File: config.mk
export PLATFORM = sky130hd
export DESIGN_NAME = vend_credit
export DESIGN_NICKNAME = d
export VERILOG_FILES = /design/src/rtl/vend_pkg.sv /design/src/rtl/vend_chg_out.sv /design/src/rtl/vend_credit.sv
export SDC_FILE = /design/constraint.sdc
export NUM_CORES = 1
export LEC_CHECK = 0
export ABC_CLOCK_PERIOD_IN_PS = 2700
export BUFFER_PORTS_ARGS = -buffer_cell sky130_fd_sc_hd__buf_2
export CAP_MARGIN = 20
export CORE_MARGIN = 5
export CORE_UTILIZATION = 23
export CTS_CLUSTER_DIAMETER = 50
export DETAILED_ROUTE_END_ITERATION = 10
export SLEW_MARGIN = 20
export SYNTH_ARGS = -nofsm -noshare
export SYNTH_HDL_FRONTEND = slang
export SYNTH_HIERARCHICAL = 1
export SYNTH_SLANG_ARGS = --single-unit
export TNS_END_PERCENT = 100
File: constraint.sdc
create_clock -name clk -period 2.7 [get_ports clk]
set_input_delay 0.405 -clock clk [delete_from_list [all_inputs] [get_ports clk]]
set_output_delay 0.405 -clock clk [all_outputs]
set_load 0.02 [all_outputs]
File: src/rtl/vend_pkg.sv
// Shared types for the coin vending block: coin codes, FSM states and coin value lookup.
package vend_pkg;

  typedef enum logic [1:0] {
    NONE = 2'b00,
    HALF = 2'b01,
    ONE  = 2'b10,
    TWO  = 2'b11
  } coin_e;

  typedef enum logic [1:0] {
    IDLE     = 2'b00,
    DISPENSE = 2'b01,
    CHANGE   = 2'b10,
    REFUND   = 2'b11
  } state_e;

  // Value in half-yuan units; legality of TWO is decided by the caller.
  function automatic logic [2:0] coin_units(coin_e c);
    case (c)
      HALF:    return 3'd1;
      ONE:     return 3'd2;
      TWO:     return 3'd4;
      default: return 3'd0;
    endcase
  endfunction

endpackage

File: src/rtl/vend_chg_out.sv
// Remainder down-counter feeding the change hopper; counts accepted change units.
module vend_chg_out #(
  parameter int CW = 3
) (
  input  logic          clk,
  input  logic          rst_,
  input  logic          load,
  input  logic [CW-1:0] load_val,
  input  logic          chg_valid,
  input  logic          chg_ready,
  output logic          done
);

  logic [CW-1:0] rem;
  logic          hs;

  assign hs = chg_valid && chg_ready;

  always_ff @(posedge clk or negedge rst_) begin
    if (!rst_)                  rem <= '0;
    else if (load)              rem <= load_val;
    else if (hs && rem != '0)   rem <= rem - CW'(1);
  end

  // Nothing left once this edge completes: empty already, or the last unit is taken now.
  assign done = (rem == '0) || (hs && rem == CW'(1));

endmodule

File: src/rtl/vend_credit.sv
// Parametrised coin vending controller: credit accumulation, dispense, change and refund.
module vend_credit
  import vend_pkg::*;
#(
  parameter int  PRICE  = 3,
  parameter bit  EN_BIG = 1'b1,
  localparam int CW     = $clog2(PRICE + 4)
) (
  input  logic          clk,
  input  logic          rst_,
  input  logic [1:0]    coin,
  input  logic          cancel,
  input  logic          chg_ready,
  output logic          dis,
  output logic          chg_valid,
  output logic          coin_rej,
  output logic          busy,
  output logic [CW-1:0] credit
);

  localparam logic [CW-1:0] PRICE_W = CW'(PRICE);

  state_e        state, nxt;
  coin_e         coin_c;
  logic          legal, refund, accept, buy, load, done;
  logic [CW-1:0] sum, load_val;

  always_comb begin
    coin_c   = coin_e'(coin);
    legal    = (coin_c != NONE) && (EN_BIG || coin_c != TWO);
    sum      = credit + CW'(coin_units(coin_c));
    // A live cancel wins over a coin in the same cycle.
    refund   = (state == IDLE) && cancel && (credit != '0);
    accept   = (state == IDLE) && !refund && legal;
    buy      = accept && (sum >= PRICE_W);
    load     = refund || buy;
    load_val = refund ? credit : sum - PRICE_W;
    nxt      = state;
    case (state)
      IDLE:           nxt = refund ? REFUND : (buy ? DISPENSE : IDLE);
      DISPENSE:       nxt = done ? IDLE : CHANGE;
      CHANGE, REFUND: nxt = done ? IDLE : state;
      default:        nxt = IDLE;
    endcase
  end

  vend_chg_out #(.CW(CW)) u_chg (
    .clk       (clk),
    .rst_      (rst_),
    .load      (load),
    .load_val  (load_val),
    .chg_valid (chg_valid),
    .chg_ready (chg_ready),
    .done      (done)
  );

  always_ff @(posedge clk or negedge rst_) begin
    if (!rst_) begin
      state     <= IDLE;
      credit    <= '0;
      dis       <= 1'b0;
      chg_valid <= 1'b0;
      busy      <= 1'b0;
      coin_rej  <= 1'b0;
    end else begin
      state     <= nxt;
      dis       <= (nxt == DISPENSE);
      chg_valid <= (nxt == CHANGE) || (nxt == REFUND);
      busy      <= (nxt != IDLE);
      coin_rej  <= (coin_c != NONE) && !accept;
      if (load)        credit <= '0;
      else if (accept) credit <= sum;
    end
  end

endmodule

==> results of run 1 <==
## tightest hold or removal path, delay by kind of cell
kind	cells	cell delay, ps
AOI/OAI and AO/OA	1	130
buffers and inverters	1	120
and+or+nand+nor	1	90
## through the flow
stage | area, um^2 | power (mW) | setup slack (ps) | utilization | std cells
after detailed placement | 914.6 | 0.9846 | 57.31 | 0.2785 | 137
after floorplan | 767.0 | 0.7770 | 20.59 | - | 75
after global placement | 914.6 | 0.9666 | 125.2 | 0.2785 | 137
after CTS | 960.9 | 1.142 | 298.3 | 0.2926 | 142
after global routing | 960.9 | 1.243 | 124.3 | 0.2926 | 142
final | 960.9 | 1.130 | 309.1 | 0.2926 | 142
## cells by family after synthesis
| kind of cell | after synthesis | share of synthesized area |
|---|---|---|
| AND/OR/NAND/NOR | 27 | 0.2193 |
| AO/OA/AOI/OAI | 21 | 0.1915 |
| flip-flops | 12 | 0.3928 |
| adder cells (fa/ha/maj) | 8 | 0.1407 |
| buffers and inverters | 4 | 0.01963 |
| XOR/XNOR | 2 | 0.02292 |
| multiplexers | 1 | 0.01309 |
## final cells by class
type | instances | area (um^2) | share of cell area
clock buffers | 4 | 36.28 | 0.03776
flip-flops and latches | 12 | 300.3 | 0.3125
repair buffers | 17 | 100.1 | 0.1042
inverters | 4 | 15.01 | 0.01562
multi-input cells | 59 | 451.7 | 0.4701
well taps | 46 | 57.56 | 0.05990
## path summary, 6_finish.rpt
path | start | endpoint | slack, ps | cells past startpoint
worst max-delay path | credit[0]$_DFFE_PN0P_ | u_chg/rem[1]$_DFFE_PN0P_ | 310 | 8
worst min-delay path | coin[0] | coin_rej$_DFF_PN0_ | 500 | 3
worst max register to register | credit[0]$_DFFE_PN0P_ | u_chg/rem[1]$_DFFE_PN0P_ | 310 | 8
worst min register to register | u_chg/rem[1]$_DFFE_PN0P_ | u_chg/rem[1]$_DFFE_PN0P_ | 620 | 2
max in group asynchronous | rst_ | coin_rej$_DFF_PN0_ | 1950 | 2
min in group asynchronous | rst_ | u_chg/rem[1]$_DFFE_PN0P_ | 520 | 2
## routing by layer
layer	global-route usage	up-vias
met4	0.04557	0
met5	0	-
li1	-	320
met1	0.1018	309
met3	0.02496	3
met2	0.1567	14
## synth_stat cells
master / count
a211o_1: 1
xnor2_1: 2
or4_1: 1
o221ai_1: 2
nor2_4: 1
o311ai_1: 1
o211ai_1: 1
a21oi_1: 3
ha_1: 7
nor4_1: 1
a31oi_1: 1
nand3_1: 1
or3b_1: 1
dfrtp_1: 12
a311oi_1: 1
fa_1: 1
nor2_2: 1
o41ai_2: 1
nor3b_2: 1
o21ai_0: 6
nor2b_1: 3
nor3_2: 1
nand2b_1: 2
o21ai_1: 2
nand2_2: 1
mux2i_1: 1
or2_2: 1
nand2_1: 5
nor3_1: 1
inv_1: 4
nor2_1: 4
nand4b_1: 2
a22o_1: 2
## flip-flops by register name, summed over array words and instances, names as in the netlist
signal	count
chg_valid	1
credit	3
dis	1
state	2
u_chg/rem	3
coin_rej	1
busy	1
## placed cells by master (no fill, tap or decap), drive strengths merged, types with 3 or more instances in the layout
cell and count:
nor2 6, ha 7, nand2 6, nor2b 3, buf 16, dfrtp 12
inv 4, o21ai 8, a21oi 3, clkbuf 4
## power by group
| group | total (mW) | internal [mW] | switching [mW] |
|---|---|---|---|
| clock | 0.150 | 0.0821 | 0.0681 |
| combinational | 0.638 | 0.276 | 0.363 |
| sequential | 0.341 | 0.265 | 0.0766 |
==> run_results.csv, run 1 <==
group,metric,value,unit
cells_and_area,layout.nets,111,
route,drt_first_pass_iters,4,
global_route,grt_max_degree,13,
cells_and_area,drive_gt1_frac,0.2917,
cts,path_clk_slew,90,ps
timing,min_period,2391,ps
critical_path,crit_chain,"ha_1 > fa_1 > xnor2_1 > xnor2_1 > ha_2 > o21ai_1 > or4_1 > o311ai_1",
critical_path,path_common_cell,"xnor2_1",
route,wirelength,1750,um
logic_synthesis,syn_inst,75,
logic_synthesis,avgSynthCellArea,10.19,um^2
route,dr.first_iter.drc_count,26,
critical_path,max_stage_delay,520,ps
logic_synthesis,syn_area,764.5,um^2
logic_synthesis,syn_nets,89,
logic_synthesis,yosysWarnings,6,
critical_path,start_kind,"flip-flop",
die,initial_utilization,0.2328,
global_route,overflow,0,
logic_synthesis,synth_top_area_frac,0.3928,
die,die_x,67.65,um
timing,worst_clock_skew,9.311,ps
route,wl_met2,867,um
logic_synthesis,yosys_register_bits,12,
cells_and_area,diodes,0,
power,power_density,1175,nW/um^2
route,dr.max_layer_used,"met4",
cells_and_area,area_delta_synth_final,25.70,%
critical_path,crit_required,2890,ps
placement,numPortBuffers,12,
cells_and_area,num-fill-cells,357,
die,ios,13,
cts,tritoncts,"done",
route,drc,0,
critical_path,crit_path_top_delay_cell,"or4_1",
timing,hold_ws,496.6,ps
route,dr_wl_met3,81,um
global_route,gr-usage-all-layers,0.09097,
route,dr_total_vias,646,
die,rows,21,
route,wire_per_inst,12.32,um
logic_synthesis,synthTopCellsByArea,"dfrtp_1 39%, ha_1 11%, o21ai_0 3.9%",
die,core,3284,um^2
route,vias_per_cell,4.549,
power,p_leak,0.4398,nW
timing,rsz0062_at_grt,"false",
cts,clockBufferDepth,2,
logic_synthesis,yosysTopAreaCell,"dfrtp_1",
run,cap_viol_max_count,0,
timing,finalHoldViolCount,0,
timing,setup-tns-final,0,ps
cts,root_buffer,"clkbuf_4",
worst_hold_path,hold_path.class,"in -> reg",
route,ant_nets,0,
timing,final-max-slew-violation-count,0,
critical_path,crit_buf_inv,0,
global_route,antenna_found_initial,0,
global_route,grt_pass1_wl,3036,um
run_status,status,"completed",
timing,timing_worst_slew_pin_value,448.3,ps
timing,fmax,418.3,MHz
cts,cts_resized,0,
timing,setup_viol,0,
timing,final.period_utilization,0.8855,
cts,cts_sinks,12,
timing,relSlewSlack,0.6991,
die,dieHeight,67.65,um
logic_synthesis,seq_area_frac_synth,0.3928,
cts,cts_setup_buffers,0,
placement,gp_congestion,0.7896,
die,die_area,4577,um^2
cts,hold_buffers,1,
critical_path,path_delay_family,"adder cells",
critical_path,critPathKind,"reg -> reg",
global_route,grt_pass1_vias,677,
placement,hpwl,1386,um
critical_path,crit_path_max_fanout,2,
logic_synthesis,yosysUniqueCellTypes,33,
power,peakVddDrop,0.2656,mV
critical_path,cp_data_arrival_time,2580,ps
route,met1_length,771,um
cts,clock_latency,290,ps
cts,cts_buffers,3,
critical_path,cp-end-kind,"flip-flop",
cts,htreeDepth,1,
No activity file was read; power rests on OpenSTA's default activity.
==> inputs of run 2 (changes only) <==
PLACE_DENSITY = 0.49   (was not set)
==> run 2 against run 1 <==
Power shrank 4.6%. Utilization shrank 0.72 points. Setup slack gained 56 ps. Final cell count shrank 1.4%. Hold slack lost 490 ps. Largest power group unchanged. Fmax grew 2.4%. Die area is the same.
==> run_results.csv, run 2 (synthesized netlist as in run 1, its figures left out) <==
group,metric,value,unit
global_route,overflow,0,
run_status,status,"completed",
placement,dpl_cell_area,914.6,um^2
critical_path,reg2regPathDepth,8,
cts,clockBufferDepth,2,
cells_and_area,final_cell_mix,"12 x dfrtp_1, 12 x buf_2, 6 x ha_1",
cells_and_area,seqCellArea,300.3,um^2
cts,root_buffer,"clkbuf_4",
timing,final.period_utilization,0.8646,
cts,cts_buffers,3,
critical_path,critPathKind,"reg -> reg",
timing,worst_clock_skew,1.031,ps
critical_path,start_kind,"flip-flop",
die,dieHeight,67.65,um
die,rows,21,
die,ios,13,
cells_and_area,num-fill-cells,359,
critical_path,cp_data_arrival_time,2510,ps
die,initial_utilization,0.2328,
cts,cts_setup_buffers,0,
die,core,3284,um^2
route,ant_nets,0,
global_route,grt_max_degree,13,
run,cap_viol_max_count,0,
critical_path,endpoint,"u_chg/rem[1]$_DFFE_PN0P_",
timing,final-max-slew-violation-count,0,
timing,rsz0062_at_grt,"false",
global_route,grt_pass1_vias,643,
placement,place_ws,97.32,ps
cells_and_area,finish.instance_area,937.1,um^2
cts,clock_latency,260,ps
route,drt_first_pass_iters,4,
timing,relSlewSlack,0.7089,
die,die_area,4577,um^2
cells_and_area,reg_top3,"credit: 3 flops, u_chg/rem: 3 flops, state: 2 flops",
global_route,gr-usage-all-layers,0.08330,
placement,numPortBuffers,12,
cts,cts_resized,0,
cells_and_area,multiInputGateArea,451.7,um^2
route,vias_per_cell,4.450,
global_route,antenna_found_initial,0,
power,p_leak,0.4284,nW
cts,cts_sinks,12,
die,die_x,67.65,um
cells_and_area,utilization,0.2853,
critical_path,crit_required,2870,ps
worst_hold_path,hold_path.class,"in -> async",
power,peakVddDrop,0.1877,mV
cts,hold_buffers,0,
critical_path,crit_path_max_fanout,2,
placement,hpwl,1344,um
power,power,1.078,mW
cells_and_area,area_delta_synth_final,22.59,%
timing,finalHoldViolCount,0,
placement,gp_congestion,0.8044,
route,dr_total_vias,623,
cts,htreeDepth,1,
timing,setup-tns-final,0,ps
critical_path,regToRegSetupSlack,370,ps
cells_and_area,drive_gt1_frac,0.2872,
critical_path,r2r_start,"credit[0]$_DFFE_PN0P_",
route,drc,0,
route,dr.first_iter.drc_count,19,
global_route,grt_pass1_wl,2898,um
timing,min_period,2334,ps
critical_path,cp-end-kind,"flip-flop",
cts,path_clk_slew,70,ps
timing,timing_worst_slew_pin_value,433.7,ps
route,wire_per_inst,11.94,um
cts,tritoncts,"done",
cells_and_area,diodes,0,
critical_path,r2r-end,"u_chg/rem[1]$_DFFE_PN0P_",
route,wirelength,1671,um
critical_path,worstSetupStartpoint,"credit[0]$_DFFE_PN0P_",
timing,fmax,428.4,MHz
cells_and_area,layout.nets,110,
timing,setup_viol,0,
power,power_density,1150,nW/um^2
timing,final.setup.worst_slack,365.5,ps
-- run 2: cell types whose count changed in the layout (fill, tap and decap cells not counted), sizes merged --
cell,previous run,this run
clkbuf,4,3
dlygate4sd3,1,0
-- run 2: worst max-delay path, stage by stage, from the launching register on --
cell and delay (ps):
dfrtp_1 390, ha_1 210, fa_1 380, xnor2_1 200, xnor2_1 160, ha_2 210
o21ai_1 80, or4_1 520, o311ai_1 90
-- run 2: stage by stage --
stage	std cells	hold slack (ps)
final	140	6.640
after global routing	140	18.16
after CTS	140	7.726
after detailed placement	137	307.4
after global placement	137	303.7
after floorplan	75	109.4
-- run 2: power by group --
part | internal, mW | switching, mW | leakage [nW]
registers | 0.265 | 0.0737 | 0.150
clock network | 0.0515 | 0.0569 | 0.0138
logic | 0.275 | 0.356 | 0.265
total | 0.591 | 0.487 | 0.428
-- run 2: area by class of cell --
class                           instances  share of cell area
Timing Repair Buffer                   16             0.09613
Tap cell                               46             0.06142
Clock buffer                            3             0.02403
Sequential cell                        12              0.3204
Inverter                                4             0.01602
Multi-Input combinational cell         59              0.4820
-- run 2: how the worst min path moves through the flow --
stage	to	start	depth (start not counted)
6_report	u_chg/rem[2]$_DFFE_PN0P_	rst_	1
5_1_grt	coin_rej$_DFF_PN0_	rst_	1
4_1_cts	credit[2]$_DFFE_PN0P_	rst_	1
3_5_place_dp	u_chg/rem[2]$_DFFE_PN0P_	rst_	1
3_3_place_gp	u_chg/rem[2]$_DFFE_PN0P_	rst_	1
2_1_floorplan	busy$_DFF_PN0_	rst_	0
-- run 2: metal layers --
metal  vias up  routed length (um)  GRT usage
met5         -                   0          0
met4         0                  10    0.01519
met3         2                  66    0.03494
met2         8                 843     0.1470
met1       299                 751    0.09356
li1        314                   -          -
==> inputs of run 3 (changes only) <==
ABC_AREA = 1   (was not set)
CORE_ASPECT_RATIO = 1.25   (was not set)
PLACE_DENSITY = 0.48   (was 0.49)
==> run 3 against run 2 <==
Final cell count rose by 16%. Highest routed layer unchanged. Sequential power about the same. Synthesized cell count grew 45%. Critical path type unchanged. Via count increased by 15%. Clock skew increased by 5.4 ps. Largest power group unchanged.
==> run_results.csv, run 3 <==
group,metric,value,unit
run_status,status,"completed",
route,ant_nets,0,
critical_path,critPathKind,"reg -> reg",
critical_path,crit_path_max_fanout,7,
cts,root_buffer,"clkbuf_8",
route,drt_first_pass_iters,4,
die,rows,25,
run,cap_viol_max_count,0,
die,core,3754,um^2
global_route,gr-usage-all-layers,0.07985,
cts,hold_buffers,0,
timing,setup_viol,0,
placement,hpwl,1403,um
route,vias_per_cell,4.393,
cells_and_area,area_delta_synth_final,14.81,%
logic_synthesis,yosysUniqueCellTypes,20,
route,wirelength,1710,um
critical_path,crit_required,2830,ps
logic_synthesis,synth_top_area_frac,0.3385,
logic_synthesis,syn_area,887.1,um^2
logic_synthesis,syn_inst,109,
cts,cts_resized,0,
logic_synthesis,synth_edf_count,0,
timing,relSlewSlack,0.7973,
cts,tritoncts,"done",
cells_and_area,diodes,0,
worst_hold_path,hold_path.class,"in -> async",
logic_synthesis,synthTopCellsByArea,"dfrtp_1 34%, nand2_1 11%, ha_1 9.9%",
placement,gp_congestion,0.7459,
timing,fmax,414.6,MHz
route,drc,0,
cells_and_area,final_cell_mix,"27 x nand2_1, 16 x inv_1, 12 x dfrtp_1, 12 x buf_2, 10 x nand3_1",
cts,cts_buffers,3,
global_route,grt_max_degree,16,
timing,min_period,2412,ps
placement,dpl_cell_area,977.2,um^2
cells_and_area,final_common_cell,"nand2_1",
logic_synthesis,synth_ff_type,"dfrtp_1",
cts,path_clk_slew,50,ps
die,die_area,5207,um^2
route,wire_per_inst,10.49,um
cells_and_area,layout.nets,139,
cts,clockBufferDepth,2,
logic_synthesis,seq_area_frac_synth,0.3385,
die,ios,13,
cts,clock_latency,240,ps
power,power_density,1246,nW/um^2
cells_and_area,drive_gt1_frac,0.3171,
logic_synthesis,avgSynthCellArea,8.139,um^2
cts,htreeDepth,1,
logic_synthesis,yosysTopAreaCell,"dfrtp_1",
timing,worst_clock_skew,6.481,ps
power,p_leak,0.5660,nW
logic_synthesis,yosysMostFrequentCell,"nand2_1",
cts,cts_sinks,12,
logic_synthesis,ys_top_cells_by_count,"27 x nand2_1, 16 x inv_1, 12 x dfrtp_1",
global_route,grt_pass1_wl,3091,um
route,dr.first_iter.drc_count,18,
critical_path,cp-end-kind,"flip-flop",
timing,finalHoldViolCount,0,
route,dr_total_vias,716,
global_route,grt_pass1_vias,698,
global_route,overflow,0,
cells_and_area,reg_top3,"credit: 3 flops, u_chg/rem: 3 flops, state: 2 flops",
die,dieHeight,79.44,um
timing,setup-tns-final,0,ps
timing,rsz0062_at_grt,"false",
logic_synthesis,syn_nets,123,
die,initial_utilization,0.2363,
die,die_x,65.55,um
logic_synthesis,yosys_register_bits,12,
critical_path,start_kind,"flip-flop",
placement,numPortBuffers,12,
timing,timing_worst_slew_pin_value,304.0,ps
power,peakVddDrop,0.3690,mV
timing,final.period_utilization,0.8933,
critical_path,cp_data_arrival_time,2540,ps
logic_synthesis,yosysWarnings,6,
logic_synthesis,synthArstFlopShare,1.000,
cells_and_area,num-fill-cells,416,
cells_and_area,utilization,0.2713,
global_route,antenna_found_initial,0,
cts,cts_setup_buffers,0,
cells_and_area,finish.instance_area,1018,um^2
timing,final-max-slew-violation-count,0,
## run 3: cell count changes in the layout (fill, tap and decap cells not counted), moves of 3 or more
cell      before  now
clkbuf_4       3    0
o21ai_1        3    0
inv_1          4   16
o21ai_0        5    2
buf_4          4    0
nor2b_1        3    0
clkbuf_8       0    3
nand2_4        0    3
inv_2          0    7
nand3_1        1   10
o21ai_2        0    4
nand2_1        5   27
nand4_1        0    4
## run 3: stage by stage
stage	cells	setup slack, ps	power (mW)	hold slack [ps]
after floorplan	109	376.1	0.9682	109.4
after global placement	160	158.6	1.115	296.2
after detailed placement	160	116.5	1.121	301.1
after CTS	163	268.8	1.292	40.25
after global routing	163	66.93	1.419	58.11
final	163	288.0	1.270	36.86
## run 3: kinds of logic after synthesis
kind of cell / share of synthesized area
buf+inv: 0.1199
simple gates: 0.3484
flops: 0.3385
fa+ha+maj: 0.1213
compound gates: 0.07193
## run 3: power breakdown
part           leakage [nW]  internal (mW)  switching, mW
clock network        0.0216         0.0982         0.0645
logic                 0.395          0.277          0.490
registers             0.150          0.268         0.0712
total                 0.566          0.643          0.626
## run 3: area by class of cell
class | instances | area [um^2] | share of cell area
tap | 40 | 50.05 | 0.04914
clock buffer | 3 | 41.29 | 0.04054
inverter | 23 | 86.33 | 0.08477
sequential | 12 | 300.3 | 0.2948
timing repair buffer | 12 | 60.06 | 0.05897
multi-input combinational | 73 | 480.5 | 0.4717
## run 3: final timing paths
path,from,end,slack (ps),cells past startpoint
max,credit[0]$_DFFE_PN0P_,u_chg/rem[2]$_DFFE_PN0P_,290,13
min,rst_,chg_valid$_DFF_PN0_,40,1
max reg2reg,credit[0]$_DFFE_PN0P_,u_chg/rem[2]$_DFFE_PN0P_,290,13
min reg2reg,u_chg/rem[1]$_DFFE_PN0P_,u_chg/rem[1]$_DFFE_PN0P_,510,2
max in group asynchronous,rst_,u_chg/rem[0]$_DFFE_PN0P_,2440,1
min in group clk,coin[0],coin_rej$_DFF_PN0_,470,3
## run 3: layer usage
metal | track usage | share of wire
met1 | 0.09896 | 0.47
met2 | 0.1185 | 0.46
met3 | 0.02535 | 0.050
met4 | 0.04979 | 0.026
met5 | 0 | 0
## run 3: critical path, cell delays in order (launching register included)
cell	delay, ps
dfrtp_1	420
ha_1	230
fa_1	400
nand2_1	90
nand3_1	80
nand2_1	90
inv_1	60
ha_1	270
o21ai_2	310
inv_2	120
nand3_1	100
nand2_1	50
nand2_1	50
nand2_1	40
